<file path="src/rtl/cpu_seq_ctrl_pkg.sv">
// Opcode map, decode record and branch helpers shared by the sequencer.
// Opcodes occupy the low 5 bits of the instruction register.
package cpu_seq_ctrl_pkg;

  localparam int OPC_W = 5;
  typedef logic [OPC_W-1:0] opc_t;

  localparam opc_t OP_NOP         = 5'h00;
  localparam opc_t OP_ADD         = 5'h01;
  localparam opc_t OP_SUB         = 5'h02;
  localparam opc_t OP_AND         = 5'h03;
  localparam opc_t OP_OR          = 5'h04;
  localparam opc_t OP_XOR         = 5'h05;
  localparam opc_t OP_SHL         = 5'h06;
  localparam opc_t OP_SHR         = 5'h07;
  localparam opc_t OP_INC         = 5'h08;
  localparam opc_t OP_DEC         = 5'h09;
  localparam opc_t OP_NOT         = 5'h0A;
  localparam opc_t OP_NEG         = 5'h0B;
  localparam opc_t OP_CLR         = 5'h0C;
  localparam opc_t OP_ABS         = 5'h0D;
  localparam opc_t OP_MAX         = 5'h0E;
  localparam opc_t OP_MIN         = 5'h0F;
  localparam opc_t OP_PASS_A      = 5'h10;
  localparam opc_t OP_PASS_B      = 5'h11;
  localparam opc_t OP_MOVE_REG_AX = 5'h12;
  localparam opc_t OP_MOVE_REG_XA = 5'h13;
  localparam opc_t OP_LDI_A       = 5'h14;
  localparam opc_t OP_JMP         = 5'h15;
  localparam opc_t OP_BEQ         = 5'h16;
  localparam opc_t OP_BCS         = 5'h17;
  localparam opc_t OP_BVS         = 5'h18;
  localparam opc_t OP_BMI         = 5'h19;
  localparam opc_t OP_HALT        = 5'h1A;

  typedef struct packed {
    opc_t alu_op;
    logic we_a;
    logic we_x;
    logic imm_sel;
    logic illegal;
  } dec_t;

  function automatic logic needs_imm(opc_t op);
    return op inside {OP_LDI_A, OP_JMP, OP_BEQ, OP_BCS, OP_BVS, OP_BMI};
  endfunction

  function automatic dec_t decode(opc_t op);
    dec_t d;
    d        = '0;
    d.alu_op = op;
    if (op >= OP_ADD && op <= OP_MIN) begin
      d.we_a = 1'b1;
    end else begin
      case (op)
        OP_NOP, OP_PASS_A, OP_PASS_B,
        OP_JMP, OP_BEQ, OP_BCS, OP_BVS, OP_BMI, OP_HALT: begin
        end
        OP_MOVE_REG_AX: d.we_a = 1'b1;
        OP_MOVE_REG_XA: d.we_x = 1'b1;
        OP_LDI_A: begin
          d.alu_op  = OP_PASS_B;
          d.imm_sel = 1'b1;
          d.we_a    = 1'b1;
        end
        // Undefined opcodes execute as a NOP but flag themselves.
        default: begin
          d.alu_op  = OP_NOP;
          d.illegal = 1'b1;
        end
      endcase
    end
    return d;
  endfunction

  function automatic logic branch_taken(opc_t op, logic z, logic c, logic v, logic n);
    logic t;
    case (op)
      OP_JMP:  t = 1'b1;
      OP_BEQ:  t = z;
      OP_BCS:  t = c;
      OP_BVS:  t = v;
      OP_BMI:  t = n;
      default: t = 1'b0;
    endcase
    return t;
  endfunction

endpackage

</file>
<file path="src/rtl/cpu_seq_ctrl_fetch_timer.sv">
// Fetch watchdog: counts request cycles without ack, saturating at WAIT_MAX.
// expired_o is high once WAIT_MAX waiting cycles have elapsed; clear wins over count.
module cpu_fetch_timer #(
  parameter int WAIT_MAX = 15
) (
  input  logic clk_i,
  input  logic rst_i,
  input  logic clear_i,
  input  logic count_en_i,
  output logic expired_o
);

  localparam int CNT_W = $clog2(WAIT_MAX + 1);

  logic [CNT_W-1:0] cnt_q;
  logic [CNT_W-1:0] cnt_d;

  assign expired_o = (cnt_q == CNT_W'(WAIT_MAX));

  always_comb begin
    cnt_d = cnt_q;
    if (clear_i) begin
      cnt_d = '0;
    end else if (count_en_i && !expired_o) begin
      cnt_d = cnt_q + CNT_W'(1);
    end
  end

  always_ff @(posedge clk_i) begin
    if (rst_i) begin
      cnt_q <= '0;
    end else begin
      cnt_q <= cnt_d;
    end
  end

endmodule

</file>
<file path="src/rtl/cpu_seq_ctrl.sv">
// Multi-cycle fetch/exec sequencer: owns the PC, fetches opcode and optional immediate,
// drives registered ALU/write-enable controls for one EXEC cycle per instruction.
module cpu_seq_ctrl
  import cpu_seq_ctrl_pkg::*;
#(
  parameter int OP_W     = 5,
  parameter int PC_W     = 8,
  parameter int IMM_W    = 8,
  parameter int WAIT_MAX = 15
) (
  input  logic             clk_i,
  input  logic             rst_i,
  input  logic             exec_enable_i,
  input  logic             mode_run_i,
  input  logic             halt_req_i,
  input  logic             z_i,
  input  logic             c_i,
  input  logic             v_i,
  input  logic             n_i,
  input  logic             ifetch_ack_i,
  input  logic [IMM_W-1:0] ifetch_data_i,
  output logic             ifetch_req_o,
  output logic [PC_W-1:0]  pc_o,
  output logic [OP_W-1:0]  alu_op_o,
  output logic [IMM_W-1:0] imm_o,
  output logic             imm_sel_o,
  output logic             write_enable_a_o,
  output logic             write_enable_x_o,
  output logic             busy_o,
  output logic             halted_o,
  output logic             fault_o,
  output logic             illegal_o
);

  typedef enum logic [2:0] {
    S_IDLE   = 3'd0,
    S_FETCH  = 3'd1,
    S_OPER   = 3'd2,
    S_EXEC   = 3'd3,
    S_HALTED = 3'd4,
    S_FAULT  = 3'd5
  } state_e;

  state_e           state_q, state_d;
  logic [PC_W-1:0]  pc_q, pc_d;
  logic [OP_W-1:0]  ir_q, ir_d;
  logic [IMM_W-1:0] imm_q, imm_d;
  logic             prev_en_q;

  logic             req_q, req_d;
  logic [OP_W-1:0]  alu_op_q, alu_op_d;
  logic             imm_sel_q, imm_sel_d;
  logic             we_a_q, we_a_d;
  logic             we_x_q, we_x_d;
  logic             busy_q, busy_d;
  logic             halted_q, halted_d;
  logic             fault_q, fault_d;
  logic             illegal_q, illegal_d;

  logic             start;
  logic             fetch_phase;
  logic             tmr_expired;
  dec_t             dec_nxt;
  logic             exec_nxt;

  assign start       = mode_run_i ? exec_enable_i : (exec_enable_i & ~prev_en_q);
  assign fetch_phase = (state_q == S_FETCH) || (state_q == S_OPER);

  // Clearing whenever we are not waiting covers both ack and fresh state entry.
  cpu_fetch_timer #(
    .WAIT_MAX (WAIT_MAX)
  ) u_fetch_timer (
    .clk_i      (clk_i),
    .rst_i      (rst_i),
    .clear_i    (~fetch_phase | ifetch_ack_i),
    .count_en_i (fetch_phase & ~ifetch_ack_i),
    .expired_o  (tmr_expired)
  );

  always_comb begin
    state_d = state_q;
    pc_d    = pc_q;
    ir_d    = ir_q;
    imm_d   = imm_q;
    case (state_q)
      S_IDLE: begin
        if (halt_req_i) begin
          state_d = S_HALTED;
        end else if (start) begin
          state_d = S_FETCH;
        end
      end
      S_FETCH: begin
        if (ifetch_ack_i) begin
          ir_d    = ifetch_data_i[OP_W-1:0];
          pc_d    = pc_q + PC_W'(1);
          state_d = needs_imm(opc_t'(ifetch_data_i[OP_W-1:0])) ? S_OPER : S_EXEC;
        end else if (tmr_expired) begin
          state_d = S_FAULT;
        end
      end
      S_OPER: begin
        if (ifetch_ack_i) begin
          imm_d   = ifetch_data_i;
          pc_d    = pc_q + PC_W'(1);
          state_d = S_EXEC;
        end else if (tmr_expired) begin
          state_d = S_FAULT;
        end
      end
      S_EXEC: begin
        if (branch_taken(opc_t'(ir_q), z_i, c_i, v_i, n_i)) begin
          pc_d = imm_q[PC_W-1:0];
        end
        if (opc_t'(ir_q) == OP_HALT || halt_req_i) begin
          state_d = S_HALTED;
        end else if (mode_run_i && exec_enable_i) begin
          state_d = S_FETCH;
        end else begin
          state_d = S_IDLE;
        end
      end
      default: begin
      end
    endcase
  end

  // Outputs are registered: decode the state and opcode being entered.
  always_comb begin
    dec_nxt   = decode(opc_t'(ir_d));
    exec_nxt  = (state_d == S_EXEC);
    req_d     = (state_d == S_FETCH) || (state_d == S_OPER);
    alu_op_d  = exec_nxt ? OP_W'(dec_nxt.alu_op) : '0;
    imm_sel_d = exec_nxt & dec_nxt.imm_sel;
    we_a_d    = exec_nxt & dec_nxt.we_a;
    we_x_d    = exec_nxt & dec_nxt.we_x;
    illegal_d = exec_nxt & dec_nxt.illegal;
    busy_d    = req_d | exec_nxt;
    halted_d  = (state_d == S_HALTED);
    fault_d   = (state_d == S_FAULT);
  end

  always_ff @(posedge clk_i) begin
    if (rst_i) begin
      state_q   <= S_IDLE;
      pc_q      <= '0;
      ir_q      <= '0;
      imm_q     <= '0;
      prev_en_q <= 1'b0;
      req_q     <= 1'b0;
      alu_op_q  <= '0;
      imm_sel_q <= 1'b0;
      we_a_q    <= 1'b0;
      we_x_q    <= 1'b0;
      busy_q    <= 1'b0;
      halted_q  <= 1'b0;
      fault_q   <= 1'b0;
      illegal_q <= 1'b0;
    end else begin
      state_q   <= state_d;
      pc_q      <= pc_d;
      ir_q      <= ir_d;
      imm_q     <= imm_d;
      prev_en_q <= exec_enable_i;
      req_q     <= req_d;
      alu_op_q  <= alu_op_d;
      imm_sel_q <= imm_sel_d;
      we_a_q    <= we_a_d;
      we_x_q    <= we_x_d;
      busy_q    <= busy_d;
      halted_q  <= halted_d;
      fault_q   <= fault_d;
      illegal_q <= illegal_d;
    end
  end

  assign ifetch_req_o     = req_q;
  assign pc_o             = pc_q;
  assign alu_op_o         = alu_op_q;
  assign imm_o            = imm_q;
  assign imm_sel_o        = imm_sel_q;
  assign write_enable_a_o = we_a_q;
  assign write_enable_x_o = we_x_q;
  assign busy_o           = busy_q;
  assign halted_o         = halted_q;
  assign fault_o          = fault_q;
  assign illegal_o        = illegal_q;

endmodule

</file>
<file path="config.mk">
export PLATFORM = sky130hd
export DESIGN_NAME = cpu_seq_ctrl
export DESIGN_NICKNAME = d
export VERILOG_FILES = /design/src/rtl/cpu_seq_ctrl_pkg.sv /design/src/rtl/cpu_seq_ctrl_fetch_timer.sv /design/src/rtl/cpu_seq_ctrl.sv
export SDC_FILE = /design/constraint.sdc
export NUM_CORES = 1
export LEC_CHECK = 0
export BUFFER_PORTS_ARGS = -buffer_cell sky130_fd_sc_hd__buf_4
export CAP_MARGIN = 40
export CELL_PAD_IN_SITES_DETAIL_PLACEMENT = 1
export CELL_PAD_IN_SITES_GLOBAL_PLACEMENT = 2
export CORE_ASPECT_RATIO = 0.8
export CORE_MARGIN = 8
export CORE_UTILIZATION = 30
export DETAILED_ROUTE_END_ITERATION = 7
export MAX_ROUTING_LAYER = met4
export PLACE_DENSITY = 0.85
export RECOVER_POWER = 100
export SYNTH_ARGS = -nofsm -noshare
export SYNTH_HDL_FRONTEND = slang
export SYNTH_SLANG_ARGS = --single-unit
export TNS_END_PERCENT = 50
</file>
<file path="constraint.sdc">
create_clock -name clk_i -period 3.2 [get_ports clk_i]
set_clock_uncertainty 0.1 [all_clocks]
set_input_delay 0.32 -clock clk_i [delete_from_list [all_inputs] [get_ports clk_i]]
set_output_delay 0.32 -clock clk_i [all_outputs]
set_load 0.005 [all_outputs]
</file>
### Word level (Yosys, flattened, before mapping)

Index checks and enable logic that the tools add are counted.

* register bits: 42
* output and inout port bits: 29
* logic and storage cells: 109

* add/sub/neg operators: 2
* magnitude comparators: 2
* equal/unequal tests: 34
* mux-type cells: 25
* bitwise gates (word level): 12
* reduce and logical (&&, ||, !) cells: 19

Operators with widths (number)
* $eq 5x5->1 const B: 23
* $mux 3: 7
* $mux 8: 2
* $pmux 8 s2: 1
* $mux 5: 3
* $eq 3x2->1 const B: 4
* $pmux 3 s4: 1
* $reduce_or 12->1: 1
* $reduce_or 11->1: 1
* $pmux 5 s2: 1
* $mux 1: 9
* $add 8x1->8 const B: 1
* $reduce_or 2->1: 4
* $and 1x1->1: 6
* $eq 3x1->1 const B: 2
* $eq 3x3->1 const B: 2
* $reduce_bool 6->1: 1
* $ge 5x1->1 const B: 1
* $le 5x4->1 const B: 1
* $logic_not 5->1: 1
* $pmux 1 s5: 1
* $add 4x1->4 const B: 1
* $eq 4x4->1 const B: 1
* $not 1->1: 4
* 10 further kinds: 15

### Longest topological paths before layout

* word-level depth: 9
* mapped depth: 7
* depth with buffers taken out: 6

### Cells and area by module

From an unflattened synthesis, not the netlist that was laid out.

* cell total of the unflattened synthesis: 238
* area, all modules: 2190.9 um2

By module, submodules not included
* cpu_seq_ctrl: times used 1, cells an instance 216, area each 1979.4 um2
* cpu_fetch_timer: times used 1, cells an instance 22, area each 211.5 um2

### Worst setup path before layout

No wires, ideal clock.

* path type: reg-to-reg
* start point: reg u_fetch_timer.cnt_q[0]
* end point: reg halted_q, in the netlist halted_o
* setup time: 0.115 ns
* data arrival time: 1.611 ns
* path slack: 1.374 ns
* cell stages (with the launch flop): 8
* clock period less this slack: 1.826 ns
* path through: dfxtp_1 > ha_1 > nand3_1 > nor3b_1 > nor4_1 > a211oi_4 > buf_6 > and3_1

* cells in the longest elaborated chain, start to end: 5

Ends and longest elaborated chain
* from (decl): line cpu_seq_ctrl_fetch_timer.sv:15 `logic [CNT_W-1:0] cnt_q;`
* from (signal assigned): line cpu_seq_ctrl_fetch_timer.sv:33 `cnt_q <= cnt_d;`
* $eq 4x4->1 (*): line cpu_seq_ctrl_fetch_timer.sv:18 `assign expired_o = (cnt_q == CNT_W'(WAIT_MAX));`
* $mux 3 (*): line cpu_seq_ctrl.sv:98, cpu_seq_ctrl.sv:107
* $mux 3 (on tied branches): line cpu_seq_ctrl.sv:103, cpu_seq_ctrl.sv:94
* $pmux 3 s4 (*): line cpu_seq_ctrl.sv:85 `case (state_q)`
* $eq 3x3->1 (*): line cpu_seq_ctrl.sv:139 `halted_d = (state_d == S_HALTED);`
* to (signal assigned): line cpu_seq_ctrl.sv:171 `halted_q <= halted_d;`
* to (decl): line cpu_seq_ctrl.sv:56 `logic halted_q, halted_d;`

Mark *: on every way between the ends. The rest lies on a longest branch, timed or not.
A chain may end at the register's enable or synchronous reset.

### Worst setup path after layout

* start point: reg state_q[1]
* end point: reg pc_q[5], in the netlist pc_o[5]

* cells in the longest elaborated chain, start to end: 4

Ends and longest elaborated chain
* from (decl): line cpu_seq_ctrl.sv:44 `state_e state_q, state_d;`
* from (signal assigned): line cpu_seq_ctrl.sv:160 `state_q <= state_d;`
* $eq 3x1->1 / $eq 3x2->1 (equally long branches): line cpu_seq_ctrl.sv:85
* $reduce_or 2->1 (no source line)
* $ne 2x1->1 (no source line) / $reduce_bool 2->1 (equally long branches)
* $reduce_and 3->1 (no source line)
* to (signal assigned): line cpu_seq_ctrl.sv:161 `pc_q <= pc_d;`
* to (decl): line cpu_seq_ctrl.sv:45 `logic [PC_W-1:0] pc_q, pc_d;`

Parallel ways exist; a longest one is shown, timed or not.

==> reports/results.md <==
• **final net count** 301
• **total of buffers placed on input and output ports** 46
• **Final Hold Violating Endpoints** 0
• **Cell Int Power** 914 uW
• **die area** 10000 um2
• **met1 wire length** 3130 um
• **Post-CTS Resized** 0
• **cell chain of the critical path** inv_1, nor3_1, clkbuf_1, o211ai_1, a2111oi_0
• **number of global-route vias before repair** 1979
• **number of synthesized register bits** 42
• **net switching power** 369 uW
• **mean routed wirelength per cell** 16.8 um
• **Peak Freq** 388 MHz
• **RePlAce Congestion** 0.835
• **number of sinks driven by the clock tree** 42
• **part of the total power dissipated in combinational logic** 20.0%
• **Netlist Area Pre-Place** 2110 um2
• **area of the placeable core** 6860 um2
• **highest metal layer with signal wires** met4
• **via total after detailed routing** 1973
• **clock tree from TritonCTS** built
• **maximum buffer depth of the clock tree** 2
• **max-capacitance violation count** 0
• **drt first pass iters** 4
• **Crit path arrival time** 2.64 ns
• **Clk pwr share** 33.3%
• **maximum fanout count along the critical path** 13
• **number of synthesis warnings** 0
• **Clock H-tree levels** 2
• **total CTS buffers** 5
• **vias per cell** 5.36
• **Hold Slack** 0.166 ns
• **Sw Share** 28.8%
• **later-pin clock latency in the skew report** 0.29 ns
• **DP HPWL** 4670 um
• **initial detailed-routing violation count** 67
• **number of synthesized flops with an enable pin** 0
• **share of layout cells above drive strength 1** 20.3%
• **RSZ-0062 raised after global routing** false
• **final setup violation count** 0
• **metal2 WL** 2660 um
• **critical path's top delay family** compound AO/OA/AOI/OAI gates
• **Least-Margin Pin Slew** 1.34 ns
• **type of the worst setup path** register to register
• **final number of max-transition violations** 0
• **proportion of power drawn by flip-flops and latches** 46.7%
• **global-route wire length before repair** 10300 um
• **shortest clock period the worst path allows after layout** 2.57 ns
• **remaining global-route overflow** 0
• **Total Routed Length** 6200 um
• **power per unit of standard cell area** 499 nW/um2
• **floorplan row count** 27
• **fill cell instance count of the final layout** 822
• **number of routed nets with antenna violations** 0
• **critical path required time** 3.26 ns
• **Max VDD drop** 292 uV
• **net count of the mapped netlist** 258
• **part of the Yosys area used for sequential elements** 39.8%
• **largest net degree at the start of global routing** 30
• **Synth Instances** 238
• **Crit-path slowest cell** sky130_fd_sc_hd__dfxtp_1
• **Bufs and invs on worst path** 2
• **endpoint type of the worst setup path** register
• **Chip Height** 91.1 um
• **worst max-slew margin expressed relative to the limit** 10.6%
• **Post-Syn Area per Cell** 8.88 um2
• **Slowest Stage Delay on Critical Path** 0.59 ns
• **global-route usage over all layers** 13.1%
• **sum of negative setup slack** 0 ns
• **fraction of the cycle the final worst path needs** 80.5%
• **effective utilization at floorplan** 30.8%
• **Ant. Diodes** 0
• **DRC viols** 0
• **die extent in x** 110 um
• **I/O pin count** 47
• **met3 wire length** 355 um
• **Post-CTS Repair Setup Buffers** 0
• **Post-synth top flop** sky130_fd_sc_hd__dfxtp_1
• **clock slew at reported path FFs** 0.08 ns
• **initial antenna violation count** 0
• **FFs w/ async S/R, synth** 0%
• **synth unique cells** 56
• **number of hold buffers added after CTS** 0
• **clock root buffer** sky130_fd_sc_hd__clkbuf_8
• **status** complete, no violations
• **area overhead of the layout relative to synthesis** 21.7%
• **path category of the worst min-delay check** input pin to register
• **leakage power total** 0.000985 uW
• **category of the worst setup path launch point** register
[layout make-up]
cell class / count / area (um2) / share of cell area, %
timing repair buffer: 47 / 330 / 12.8
multi-input combinational: 176 / 1150 / 44.6
clock buffer: 6 / 82.6 / 3.21
inverter: 9 / 33.8 / 1.31
clock inverter: 1 / 30.0 / 1.17
tap: 87 / 109 / 4.23
sequential: 42 / 841 / 32.7
[synth_stat cells (all sizes together) (6+ instances only)]
cell | count | area (um2)
a21oi | 9 | 45.0
a31oi | 6 | 43.8
buf | 7 | 56.3
dfxtp | 42 | 841
inv | 9 | 33.8
mux2i | 16 | 164
nand2 | 14 | 55.1
nand3 | 6 | 30.0
nor2 | 32 | 123
nor3 | 11 | 55.1
o21ai | 7 | 38.8
o31ai | 6 | 45.0
[per-layer routing]
layer  up-vias  GRT usage (%)
met5         -              -
met4         0           3.37
met3         5           3.11
met2        39           19.1
met1       968           17.7
li1        961              -
[power by group through the flow]
stage	logic [uW]	clock network, uW	registers, uW
after CTS	275	443	602
after global placement	269	0	612
after floorplan	213	0	587
final	257	427	599
after detailed placement	273	0	614
after global routing	290	469	606
[placed cells by master, fill, tap and decap left out, types with 9 or more instances in the layout]
master	synthesis	routed
sky130_fd_sc_hd__dfxtp_1	42	42
sky130_fd_sc_hd__nor2_1	31	32
sky130_fd_sc_hd__clkbuf_4	0	25
sky130_fd_sc_hd__mux2i_1	15	16
sky130_fd_sc_hd__buf_4	1	16
sky130_fd_sc_hd__nand2_1	13	13
sky130_fd_sc_hd__nor3_1	11	11
sky130_fd_sc_hd__inv_1	9	9
sky130_fd_sc_hd__a21oi_1	9	9
[kinds of logic after synthesis]
group | synth area share, %
compound gates | 18.7
buf+inv | 4.97
xor+xnor | 0.829
flops | 39.8
fa+ha+maj | 1.18
mux | 7.75
simple gates | 26.8
[sequential cells by signal, indices dropped and copies added (netlist names)]
register             count
write_enable_x_o         1
u_fetch_timer.cnt_q      4
ifetch_req_o             1
busy_o                   1
state_q                  3
fault_o                  1
illegal_o                1
write_enable_a_o         1
pc_o                     8
imm_o                    8
halted_o                 1
imm_sel_o                1
alu_op_o                 5
prev_en_q                1
ir_q                     5
[through the flow]
stage	utilization (%)	power (uW)	std cells	setup WS, ns	area [um2]
finish	37.5	1280	368	0.625	2570
global route	37.5	1360	368	0.358	2570
floorplan	-	799	238	1.37	2110
detailed placement	36.5	887	361	0.917	2500
global placement	36.5	881	361	0.995	2500
CTS	38.2	1320	368	0.891	2620
[worst paths after layout]
| kind | cells after the start | from | slack, ns | endpoint |
|---|---|---|---|---|
| setup reg to reg | 5 | state_q[1] | 0.63 | pc_o[5] |
| hold reg to reg | 2 | pc_o[1] | 0.42 | pc_o[1] |
| setup / recovery | 5 | state_q[1] | 0.63 | pc_o[5] |
| hold / removal | 2 | exec_enable_i | 0.17 | prev_en_q |
No activity file was read; power rests on OpenSTA's default activity.
